File: src/rtl/serial_add_seq.sv
// Bit-serial adder/subtractor: one full adder, one operand bit per clock, LSB first.
// Subtract is a + ~b + 1, formed by inverting b and seeding the carry at start.
//
// state | meaning
// IDLE  | waiting for start; operands latched on the accepting edge
// RUN   | one operand bit pair through the full adder per clock
// DONE  | one-cycle result-valid pulse, then back to IDLE
module serial_add_seq #(
    parameter int WIDTH = 8
) (
    input  logic             clk,
    input  logic             rst,
    input  logic             start,
    input  logic             sub,
    input  logic [WIDTH-1:0] a,
    input  logic [WIDTH-1:0] b,
    output logic             busy,
    output logic             done,
    output logic [WIDTH-1:0] sum,
    output logic             cout,
    output logic             overflow
);

    localparam int CW = $clog2(WIDTH);
    localparam logic [CW-1:0] LAST = CW'(WIDTH - 1);

    typedef enum logic [1:0] {
        IDLE = 2'd0,
        RUN  = 2'd1,
        DONE = 2'd2
    } state_t;

    state_t state_q, state_d;

    logic [WIDTH-1:0] a_q, a_d;
    logic [WIDTH-1:0] b_q, b_d;
    logic [WIDTH-1:0] sum_q, sum_d;
    logic [CW-1:0]    cnt_q, cnt_d;
    logic             carry_q, carry_d;
    logic             cout_q, cout_d;
    logic             ovf_q, ovf_d;

    logic fa_x, fa_y, fa_s, fa_co;

    always_ff @(posedge clk or posedge rst) begin
        if (rst) begin
            state_q <= IDLE;
        end else begin
            state_q <= state_d;
        end
    end

    always_comb begin
        state_d = state_q;
        case (state_q)
            IDLE:    if (start) state_d = RUN;
            RUN:     if (cnt_q == LAST) state_d = DONE;
            DONE:    state_d = IDLE;
            default: state_d = IDLE;
        endcase
    end

    always_comb begin
        busy = (state_q == RUN);
        done = (state_q == DONE);
    end

    // The single full adder shared by every bit position.
    always_comb begin
        fa_x  = a_q[cnt_q];
        fa_y  = b_q[cnt_q];
        fa_s  = fa_x ^ fa_y ^ carry_q;
        fa_co = (fa_x & fa_y) | (carry_q & (fa_x ^ fa_y));
    end

    always_comb begin
        a_d     = a_q;
        b_d     = b_q;
        sum_d   = sum_q;
        cnt_d   = cnt_q;
        carry_d = carry_q;
        cout_d  = cout_q;
        ovf_d   = ovf_q;
        case (state_q)
            IDLE: begin
                if (start) begin
                    a_d     = a;
                    b_d     = b ^ {WIDTH{sub}};
                    carry_d = sub;
                    cnt_d   = '0;
                end
            end
            RUN: begin
                sum_d   = {fa_s, sum_q[WIDTH-1:1]};
                carry_d = fa_co;
                cnt_d   = cnt_q + CW'(1);
                if (cnt_q == LAST) begin
                    cout_d = fa_co;
                    ovf_d  = carry_q ^ fa_co;
                end
            end
            default: ;
        endcase
    end

    always_ff @(posedge clk or posedge rst) begin
        if (rst) begin
            a_q     <= '0;
            b_q     <= '0;
            sum_q   <= '0;
            cnt_q   <= '0;
            carry_q <= 1'b0;
            cout_q  <= 1'b0;
            ovf_q   <= 1'b0;
        end else begin
            a_q     <= a_d;
            b_q     <= b_d;
            sum_q   <= sum_d;
            cnt_q   <= cnt_d;
            carry_q <= carry_d;
            cout_q  <= cout_d;
            ovf_q   <= ovf_d;
        end
    end

    assign sum      = sum_q;
    assign cout     = cout_q;
    assign overflow = ovf_q;

endmodule
File: config.mk
export PLATFORM = sky130hd
export DESIGN_NAME = serial_add_seq
export DESIGN_NICKNAME = d
export VERILOG_FILES = /design/src/rtl/serial_add_seq.sv
export SDC_FILE = /design/constraint.sdc
export NUM_CORES = 1
export LEC_CHECK = 0
export ABC_CLOCK_PERIOD_IN_PS = 2500
export BUFFER_PORTS_ARGS = -buffer_cell sky130_fd_sc_hd__buf_2
export CORE_ASPECT_RATIO = 0.8
export CORE_MARGIN = 2
export CORE_UTILIZATION = 53
export CTS_CLUSTER_SIZE = 24
export DETAILED_ROUTE_END_ITERATION = 10
export MAX_ROUTING_LAYER = met4
export PLACE_DENSITY = 0.78
export SETUP_SLACK_MARGIN = 0.15
export SYNTH_ARGS = -nofsm -noshare
export SYNTH_HDL_FRONTEND = slang
export SYNTH_SLANG_ARGS = --single-unit
File: constraint.sdc
create_clock -name clk -period 2.5 [get_ports clk]
set_input_delay 0.25 -clock clk [delete_from_list [all_inputs] [get_ports clk]]
set_output_delay 0.25 -clock clk [all_outputs]
set_load 0.05 [all_outputs]
==> results of run 1 <==
[per-stage QoR]
step	hold WS (ns)	setup WS, ns	util [%]	power, W	instances
floorplan	0.366	0.242	-	0.00190	98
global placement	0.459	0.168	62.0	0.00211	164
detailed placement	0.471	0.0815	62.0	0.00216	164
CTS	0.102	0.203	65.0	0.00257	172
global route	0.103	0.164	64.7	0.00274	172
finish	0.0768	0.215	64.7	0.00255	172
[final timing paths]
| path | depth (start not counted) | to | slack, ns | from |
|---|---|---|---|---|
| hold reg to reg | 1 | sum[0]$_DFFE_PP0N_ | 0.49 | sum[0]$_DFFE_PP0N_ |
| setup / recovery | 5 | overflow$_DFFE_PP0P_ | 0.22 | cnt_q[0]$_DFFE_PP0P_ |
| setup reg to reg | 5 | overflow$_DFFE_PP0P_ | 0.22 | cnt_q[0]$_DFFE_PP0P_ |
| min in group clk | 2 | a_q[5]$_DFFE_PP0P_ | 0.12 | a[5] |
| hold / removal | 2 | sum[2]$_DFFE_PP0N_ | 0.08 | rst |
| max in group asynchronous | 3 | b_q[7]$_DFFE_PP0P_ | 1.77 | rst |
[final cells by class]
class | instances | area, sq um | area share [%]
clock inverter | 2 | 35.0 | 1.99
timing repair buffer | 33 | 170 | 9.66
multi-input combinational | 57 | 651 | 36.9
sequential | 32 | 802 | 45.5
tap | 38 | 47.5 | 2.70
clock buffer | 6 | 41.3 | 2.34
inverter | 4 | 15.0 | 0.852
[registers in the layout (all words and copies together), names as in the netlist]
| register | count |
|---|---|
| a_q | 8 |
| b_q | 8 |
| sum | 8 |
| cnt_q | 3 |
| state_q | 2 |
| carry_q | 1 |
| cout | 1 |
| overflow | 1 |
[cell families (layout without fill, tap and decap cells)]
family | after synthesis | count (layout) | share of synthesized area (%)
mux | 33 | 33 | 28.8
flops | 32 | 32 | 53.4
xor+xnor | 9 | 9 | 5.26
buf+inv | 9 | 45 | 3.17
simple gates | 7 | 7 | 3.67
compound gates | 5 | 5 | 2.67
fa+ha+maj | 3 | 3 | 3.00
[where the power goes]
group | switching (W) | internal (W) | leakage (nW)
clock network | 0.000179 | 0.000209 | 0.0422
registers | 0.000184 | 0.000784 | 0.380
logic | 0.000665 | 0.000532 | 0.406
total | 0.00103 | 0.00153 | 0.829
[routing by layer]
layer | routed length [microns] | part of all wire (%) | vias up
met5 | 0 | 0 | -
li1 | - | - | 422
met4 | 29 | 1.2 | 0
met2 | 1170 | 48 | 22
met3 | 134 | 5.5 | 3
met1 | 1120 | 46 | 435
[synthesized netlist by cell type]
library cell | instances | share of area [%]
sky130_fd_sc_hd__o21bai_1 | 1 | 0.50
sky130_fd_sc_hd__ha_1 | 2 | 1.7
sky130_fd_sc_hd__o31ai_1 | 2 | 1.0
sky130_fd_sc_hd__nand3b_1 | 2 | 1.0
sky130_fd_sc_hd__fa_1 | 1 | 1.3
sky130_fd_sc_hd__mux4_1 | 4 | 7.0
sky130_fd_sc_hd__a21o_1 | 1 | 0.50
sky130_fd_sc_hd__a221o_1 | 1 | 0.67
sky130_fd_sc_hd__mux2_2 | 3 | 2.3
sky130_fd_sc_hd__buf_6 | 1 | 0.75
sky130_fd_sc_hd__buf_2 | 2 | 0.67
sky130_fd_sc_hd__nor3b_1 | 1 | 0.50
sky130_fd_sc_hd__nor2b_1 | 1 | 0.42
sky130_fd_sc_hd__buf_4 | 1 | 0.50
sky130_fd_sc_hd__inv_1 | 4 | 1.0
sky130_fd_sc_hd__dfrtp_1 | 32 | 53
sky130_fd_sc_hd__mux2_1 | 26 | 20
sky130_fd_sc_hd__nor2b_2 | 1 | 0.58
sky130_fd_sc_hd__xor2_1 | 9 | 5.3
sky130_fd_sc_hd__and3b_1 | 2 | 1.2
sky130_fd_sc_hd__clkbuf_1 | 1 | 0.25
[cells in the final DEF, fill, tap and decap left out, types with 2 or more instances in the layout]
cell type	synthesis	final
sky130_fd_sc_hd__clkbuf_4	0	5
sky130_fd_sc_hd__buf_4	1	2
sky130_fd_sc_hd__xor2_1	9	9
sky130_fd_sc_hd__ha_1	2	2
sky130_fd_sc_hd__mux4_2	0	2
sky130_fd_sc_hd__mux2_2	3	3
sky130_fd_sc_hd__dfrtp_1	32	31
sky130_fd_sc_hd__and3b_1	2	2
sky130_fd_sc_hd__mux4_1	4	2
sky130_fd_sc_hd__o31ai_1	2	2
sky130_fd_sc_hd__buf_2	2	31
sky130_fd_sc_hd__mux2_1	26	26
sky130_fd_sc_hd__nand3b_1	2	2
sky130_fd_sc_hd__inv_1	4	4
==> summary.txt, run 1 <==
=====================================================================================
Maximum number of pins on one net before global-route repair                       25
GP Congestion                                                                   0.714
Series of cell instances along the critical path                         mux4_1 -> mux2_2 -> fa_2 -> xor2_1 -> mux2_1
Slew HR                                                                         40.9%
Transition at the pin with the smallest max-transition slack                 0.885 ns
Number of failing hold endpoints at the final stage                                 0
Fraction of layout cells with a size suffix above 1                             36.6%
Largest stage delay on the critical path                                      0.58 ns
Via count of the first global-routing pass                                        906
Maximum fanout count along the critical path                                        6
Fin Setup TNS                                                                    0 ns
Net Count, Synth                                                                  121
Wire length reported by the detailed router                              2460 microns
Highest Clock Rate                                                          0.438 GHz
Family of cells with the greatest summed delay on the critical path      multiplexers
CP Data Arrival Time                                                          2.51 ns
Horizontal die dimension                                                 63.5 microns
Flip-flop and latch count after synthesis                                          32
CP max-delay cell                                                        sky130_fd_sc_hd__mux4_1
Fillcell total                                                                    232
Type of destination of the critical path                                         flop
CTS tree                                                                          yes
Met3 Track Usage GR                                                             7.79%
Synth-to-Final Area Change                                                      17.5%
Tcrit/Tclk final                                                                91.4%
Number of warnings issued by yosys                                                  0
Std cell rows                                                                      17
Reported max-cap violation count                                                    0
H-tree depth reported by CTS                                                        2
Post-detailed-placement half-perimeter wirelength                        1800 microns
Total Nets Final                                                                  156
WL/cell                                                                  14.3 microns
HP Class                                                                 primary input to asynchronous set/reset pin
Io pins                                                                            32
Number of cells upsized or downsized after cts                                      2
Clk Latency, worst-skew pair                                                  0.34 ns
Placed inst area                                                         0.00169 sq mm
Number of buffer and inverter instances along the worst setup path                  0
Count of distinct cell types in the synthesized netlist                            21
Final setup violation count                                                         0
Number of routed nets with antenna violations                                       0
Total CTS buffers                                                                   5
Vias per cell                                                                    5.13
Crit path kind                                                           flop to flop
Gr ovfl total                                                                       0
Total clock sinks                                                                  32
Leakage power total                                                          0.829 nW
Outcome                                                                  finished clean
Count of hold-fix buffers inserted at cts                                           0
Final instance area                                                      0.00176 sq mm
Number of buffers added for setup after CTS                                         0
Max-slew violation count                                                            0
Met2 usage                                                                      28.4%
Setup clock skew after layout                                              0.00649 ns
Mean cell area of the mapped netlist                                       15.3 sq um
Global routing's busiest layer                                                   met2
Max IR drop VDD                                                            0.000598 V
Register clock-pin slew on the reported worst setup and hold paths            0.10 ns
Buffer levels on the longest clock path                                             2
Die footprint                                                            0.00327 sq mm
Final worst path period need                                                  2.28 ns
Overall via count from detail_route                                               882
Data required time at the worst endpoint                                      2.73 ns
Met1 track demand over resource in global routing                               23.3%
Gate count of the mapped netlist                                                   98
Critical Path Source Type                                                        flop
Standard cell core area                                                  0.00272 sq mm
Post-Synthesis Cell Area                                                 0.00150 sq mm
Antenna violations before repair                                                    0
Initial cell density of the core                                                55.1%
Die extent in y                                                          51.6 microns
Overall routing resource usage                                                  19.0%
Total power density per cell area                                        1450 mW/mm^2
Final routed DRC violation total                                                    0
Port buffer count                                                                  31
Sequential fraction of the synthesis area                                       53.4%
First-pass GRT wire length                                               4330 microns
Clock root buffer master                                                 sky130_fd_sc_hd__clkbuf_4
Antenna cell count                                                                  0
Count of routing violations after the opening detailed-route iteration             10
Number of detailed-routing iterations run before antenna repair                     2
RSZ-0062 raised after global routing                                               no
=====================================================================================
Note: power is estimated with default switching activity, not from simulation.
==> inputs of run 2 (changes only) <==
--- a/config.mk
+++ b/config.mk
@@ -9,11 +9,10 @@
 export BUFFER_PORTS_ARGS = -buffer_cell sky130_fd_sc_hd__buf_2
 export CORE_ASPECT_RATIO = 0.8
 export CORE_MARGIN = 2
-export CORE_UTILIZATION = 53
+export CORE_UTILIZATION = 40
 export CTS_CLUSTER_SIZE = 24
 export DETAILED_ROUTE_END_ITERATION = 10
 export MAX_ROUTING_LAYER = met4
-export PLACE_DENSITY = 0.78
 export SETUP_SLACK_MARGIN = 0.15
 export SYNTH_ARGS = -nofsm -noshare
 export SYNTH_HDL_FRONTEND = slang
==> summary.txt, run 2 (same netlist as run 1, synthesis figures left out) <==
=====================================================================================
Number of failing hold endpoints at the final stage                                 0
Buffer levels on the longest clock path                                             2
Transition at the pin with the smallest max-transition slack                 0.580 ns
Max IR drop VDD                                                            0.000529 V
Type of destination of the critical path                                         flop
DP Cell Count                                                                     168
Total clock sinks                                                                  32
HP Class                                                                 primary input to asynchronous set/reset pin
Total CTS buffers                                                                   5
Die extent in y                                                          58.8 microns
CP max-delay cell                                                        sky130_fd_sc_hd__mux4_1
Largest stage delay on the critical path                                      0.57 ns
Tcrit/Tclk final                                                                89.8%
Total power                                                                 0.00256 W
GP Congestion                                                                   0.765
Maximum fanout count along the critical path                                        5
Count of cell instances traversed by the critical path                              5
Final setup violation count                                                         0
Number of routed nets with antenna violations                                       0
Overall via count from detail_route                                               906
Leakage power total                                                          0.845 nW
Slew HR                                                                         61.2%
Fin Setup TNS                                                                    0 ns
Post-detailed-placement half-perimeter wirelength                        1750 microns
Maximum number of pins on one net before global-route repair                       33
Final worst path period need                                                  2.24 ns
Number of buffer and inverter instances along the worst setup path                  0
Reported max-cap violation count                                                    0
Number of detailed-routing iterations run before antenna repair                     4
WL/cell                                                                  14.3 microns
Std cell rows                                                                      19
Standard cell core area                                                  0.00352 sq mm
Worst Reg-to-Reg Cells                                                              5
Total power density per cell area                                        1430 mW/mm^2
H-tree depth reported by CTS                                                        2
Register clock-pin slew on the reported worst setup and hold paths            0.07 ns
Die footprint                                                            0.00426 sq mm
Max-slew violation count                                                            0
Fraction of layout cells with a size suffix above 1                             34.8%
Clk Latency, worst-skew pair                                                  0.29 ns
Antenna cell count                                                                  0
Series of cell instances along the critical path                         mux4_1 -> mux2_2 -> fa_2 -> xor2_1 -> mux2_1
Data required time at the worst endpoint                                      2.67 ns
Antenna violations before repair                                                    0
Final WS setup                                                               0.255 ns
Wire length reported by the detailed router                              2530 microns
Most frequent cells in the layout                                        sky130_fd_sc_hd__dfrtp_1, sky130_fd_sc_hd__buf_2, sky130_fd_sc_hd__mux2_1
Synth-to-Final Area Change                                                      19.8%
Setup clock skew after layout                                              0.00674 ns
Overall routing resource usage                                                  14.4%
Critical Path Source Type                                                        flop
First-pass GRT wire length                                               4320 microns
Total Nets Final                                                                  157
RSZ-0062 raised after global routing                                               no
Gr ovfl total                                                                       0
Crit path kind                                                           flop to flop
Port buffer count                                                                  31
Io pins                                                                            32
Number of cells in the finished layout apart from fillers                         177
Via count of the first global-routing pass                                        912
Horizontal die dimension                                                 72.4 microns
Initial cell density of the core                                                42.6%
Clock root buffer master                                                 sky130_fd_sc_hd__clkbuf_8
Vias per cell                                                                    5.12
CP Data Arrival Time                                                          2.41 ns
Count of routing violations after the opening detailed-route iteration             48
Highest Clock Rate                                                          0.445 GHz
Family of cells with the greatest summed delay on the critical path      multiplexers
Final routed DRC violation total                                                    0
CTS tree                                                                          yes
Outcome                                                                  finished clean
Setup Slack @ Placement                                                     0.0896 ns
=====================================================================================
==> run 2: changes by cell type in the layout (fill, tap and decap cells not counted), sizes merged <==
cell,previous run,this run
buf,33,34
bufinv,1,0
clkbuf,6,8
clkinv,1,0
==> run 2: layer usage <==
layer | vias to the layer above | GRT usage, % | share of wire, %
met2 | 19 | 19.0 | 43
met3 | 7 | 6.85 | 5.3
li1 | 423 | - | -
met1 | 457 | 19.0 | 49
met5 | - | - | 0
met4 | 0 | 5.56 | 1.9
==> run 2: final timing paths <==
| path | from | end | slack (ns) |
|---|---|---|---|
| max | cnt_q[0]$_DFFE_PP0P_ | overflow$_DFFE_PP0P_ | 0.26 |
| min | rst | cnt_q[1]$_DFFE_PP0P_ | 0.04 |
| max reg2reg | cnt_q[0]$_DFFE_PP0P_ | overflow$_DFFE_PP0P_ | 0.26 |
| min reg2reg | overflow$_DFFE_PP0P_ | overflow$_DFFE_PP0P_ | 0.48 |
| max in group asynchronous | rst | cnt_q[0]$_DFFE_PP0P_ | 2.15 |
| min in group clk | a[3] | a_q[3]$_DFFE_PP0P_ | 0.18 |
==> run 2: final cells by class <==
type                    count  area, sq um
clock buffers               8         90.1
fillers                   314         1720
inverters                   4         15.0
multi-input cells          57          658
flip-flops and latches     32          802
well taps                  42         52.6
repair buffers             34          178
==> run 2: worst register-to-register path: cells and delay by family, from the launching register on <==
family                   cells  cell delay, ns
multiplexers                 3            1.16
flip-flops                   1            0.43
XOR/XNOR                     1            0.17
adder cells (fa/ha/maj)      1            0.38
==> run 2: timing repair <==
item,4_1_cts,5_1_grt
hold buffers,0,0
endpoints found under the setup margin,2,2
gates cloned,0,0
setup buffers,0,1
gates resized for setup,1,1
==> run 2: where the power goes <==
| group | switching (W) | leakage, nW | internal (W) |
|---|---|---|---|
| registers | 0.000173 | 0.380 | 0.000786 |
| logic | 0.000662 | 0.420 | 0.000532 |
| clock network | 0.000182 | 0.0455 | 0.000224 |
| total | 0.00102 | 0.845 | 0.00154 |
==> run 2: per-stage QoR <==
step	instance area, sq um	utilization (%)	hold slack, ns
final	1800	51.0	0.0362
after global routing	1800	51.0	0.0764
after CTS	1790	50.7	0.0420
after detailed placement	1690	48.2	0.355
after global placement	1690	48.2	0.348
after floorplan	1500	-	0.366
==> inputs of run 3 (changes only) <==
--- a/config.mk
+++ b/config.mk
@@ -9,10 +9,12 @@
 export BUFFER_PORTS_ARGS = -buffer_cell sky130_fd_sc_hd__buf_2
 export CORE_ASPECT_RATIO = 0.8
 export CORE_MARGIN = 2
-export CORE_UTILIZATION = 40
+export CORE_UTILIZATION = 50
+export CTS_BUF_LIST = sky130_fd_sc_hd__clkbuf_4 sky130_fd_sc_hd__clkbuf_8 sky130_fd_sc_hd__clkbuf_16
 export CTS_CLUSTER_SIZE = 24
 export DETAILED_ROUTE_END_ITERATION = 10
 export MAX_ROUTING_LAYER = met4
+export PLACE_DENSITY = 0.74
 export SETUP_SLACK_MARGIN = 0.15
 export SYNTH_ARGS = -nofsm -noshare
 export SYNTH_HDL_FRONTEND = slang
==> summary.txt, run 3 (same netlist as run 1, synthesis figures left out) <==
=====================================================================================
Largest stage delay on the critical path                                      0.57 ns
WL/cell                                                                  14.7 microns
Register clock-pin slew on the reported worst setup and hold paths            0.07 ns
CP Data Arrival Time                                                          2.43 ns
Die extent in y                                                          53.0 microns
Hold slack                                                                  0.0309 ns
Final routed DRC violation total                                                    0
Total CTS buffers                                                                   5
Via count of the first global-routing pass                                        938
Std cell rows                                                                      17
Reported max-cap violation count                                                    0
GP Congestion                                                                   0.772
Most frequent cells in the layout                                        sky130_fd_sc_hd__dfrtp_1, sky130_fd_sc_hd__buf_2, sky130_fd_sc_hd__mux2_1
Vias per cell                                                                    5.24
Antenna violations before repair                                                    0
Count of hold-fix buffers inserted at cts                                           0
DP Cell Count                                                                     164
Horizontal die dimension                                                 65.2 microns
Maximum fanout count along the critical path                                        6
Slew HR                                                                         58.9%
Max-slew violation count                                                            0
First-pass GRT wire length                                               4200 microns
Data required time at the worst endpoint                                      2.67 ns
CP max-delay cell                                                        sky130_fd_sc_hd__mux4_1
Outcome                                                                  finished clean
Highest Clock Rate                                                          0.442 GHz
Tcrit/Tclk final                                                                90.6%
Clk Latency, worst-skew pair                                                  0.28 ns
Number of failing hold endpoints at the final stage                                 0
Maximum number of pins on one net before global-route repair                       33
Post-detailed-placement half-perimeter wirelength                        1810 microns
Initial cell density of the core                                                53.4%
Overall via count from detail_route                                               902
Series of cell instances along the critical path                         mux4_1 -> mux2_2 -> fa_2 -> and3b_1 -> a221o_1
Port buffer count                                                                  31
Overall routing resource usage                                                  17.6%
Transition at the pin with the smallest max-transition slack                 0.613 ns
Total clock sinks                                                                  32
Number of buffer and inverter instances along the worst setup path                  0
Placed inst area                                                         0.00169 sq mm
Standard cell core area                                                  0.00281 sq mm
Clock root buffer master                                                 sky130_fd_sc_hd__clkbuf_8
Number of buffers added for setup after CTS                                         0
Total Nets Final                                                                  156
Setup clock skew after layout                                              0.00338 ns
Fin Setup TNS                                                                    0 ns
Io pins                                                                            32
Gr ovfl total                                                                       0
Total power density per cell area                                        1430 mW/mm^2
Count of routing violations after the opening detailed-route iteration             48
Final setup violation count                                                         0
Die footprint                                                            0.00345 sq mm
H-tree depth reported by CTS                                                        2
HP Class                                                                 primary input to asynchronous set/reset pin
Wire length reported by the detailed router                              2530 microns
Fraction of layout cells with a size suffix above 1                             35.8%
Number of detailed-routing iterations run before antenna repair                     2
Type of destination of the critical path                                         flop
RSZ-0062 raised after global routing                                               no
Buffer levels on the longest clock path                                             2
Family of cells with the greatest summed delay on the critical path      multiplexers
Max IR drop VDD                                                            0.000836 V
Critical Path Source Type                                                        flop
Number of routed nets with antenna violations                                       0
Number of cells in the finished layout apart from fillers                         172
Crit path kind                                                           flop to flop
Leakage power total                                                          0.846 nW
CTS tree                                                                          yes
Final worst path period need                                                  2.26 ns
Antenna cell count                                                                  0
Final instance area                                                      0.00179 sq mm
Synth-to-Final Area Change                                                      19.1%
=====================================================================================
==> run 3: cell count changes in the layout (fill, tap and decap cells not counted), sizes merged <==
cell    change
buf         -1
clkinv      +2
clkbuf      -2
==> run 3: final cells by class <==
type                    count  area, sq um
fillers                   217         1020
flip-flops and latches     32          802
multi-input cells          57          658
repair buffers             33          170
clock buffers               6         82.6
well taps                  38         47.5
inverters                   4         15.0
clock inverters             2         10.0
==> run 3: what timing repair did <==
action | 4_1_cts | 5_1_grt
gates resized for setup | 1 | 1
setup endpoints to repair | 2 | 2
hold endpoints to repair | 0 | 0
==> run 3: path summary, 6_finish.rpt <==
path,depth (start not counted),slack (ns),start,end
worst max-delay path,5,0.24,cnt_q[0]$_DFFE_PP0P_,carry_q$_DFFE_PP0P_
worst min-delay path,3,0.03,rst,sum[3]$_DFFE_PP0N_
worst max register to register,5,0.24,cnt_q[0]$_DFFE_PP0P_,carry_q$_DFFE_PP0P_
worst min register to register,1,0.48,sum[0]$_DFFE_PP0N_,sum[0]$_DFFE_PP0N_
max in group asynchronous,3,2.16,rst,cnt_q[0]$_DFFE_PP0P_
min in group clk,2,0.18,a[6],a_q[6]$_DFFE_PP0P_
==> run 3: metal layers <==
| layer | global-route usage, % | routed length, microns |
|---|---|---|
| met3 | 5.32 | 109 |
| met1 | 22.0 | 1210 |
| met5 | - | 0 |
| met4 | 11.5 | 69 |
| met2 | 25.2 | 1150 |
==> run 3: worst min-delay path: cells and delay by family <==
kind	cells	cell delay, ns
buffers and inverters	3	0.48
==> run 3: where the power goes <==
group / internal [W] / switching, W
clock: 0.000219 / 0.000188
combinational: 0.000523 / 0.000663
sequential: 0.000787 / 0.000182
==> run 3: per-stage QoR <==
step                util [%]  total power [W]  setup slack (ns)
floorplan                  -          0.00190             0.242
global route            63.6          0.00273             0.172
CTS                     63.5          0.00258             0.163
global placement        60.2          0.00212             0.177
finish                  63.6          0.00256             0.235
detailed placement      60.2          0.00217             0.129
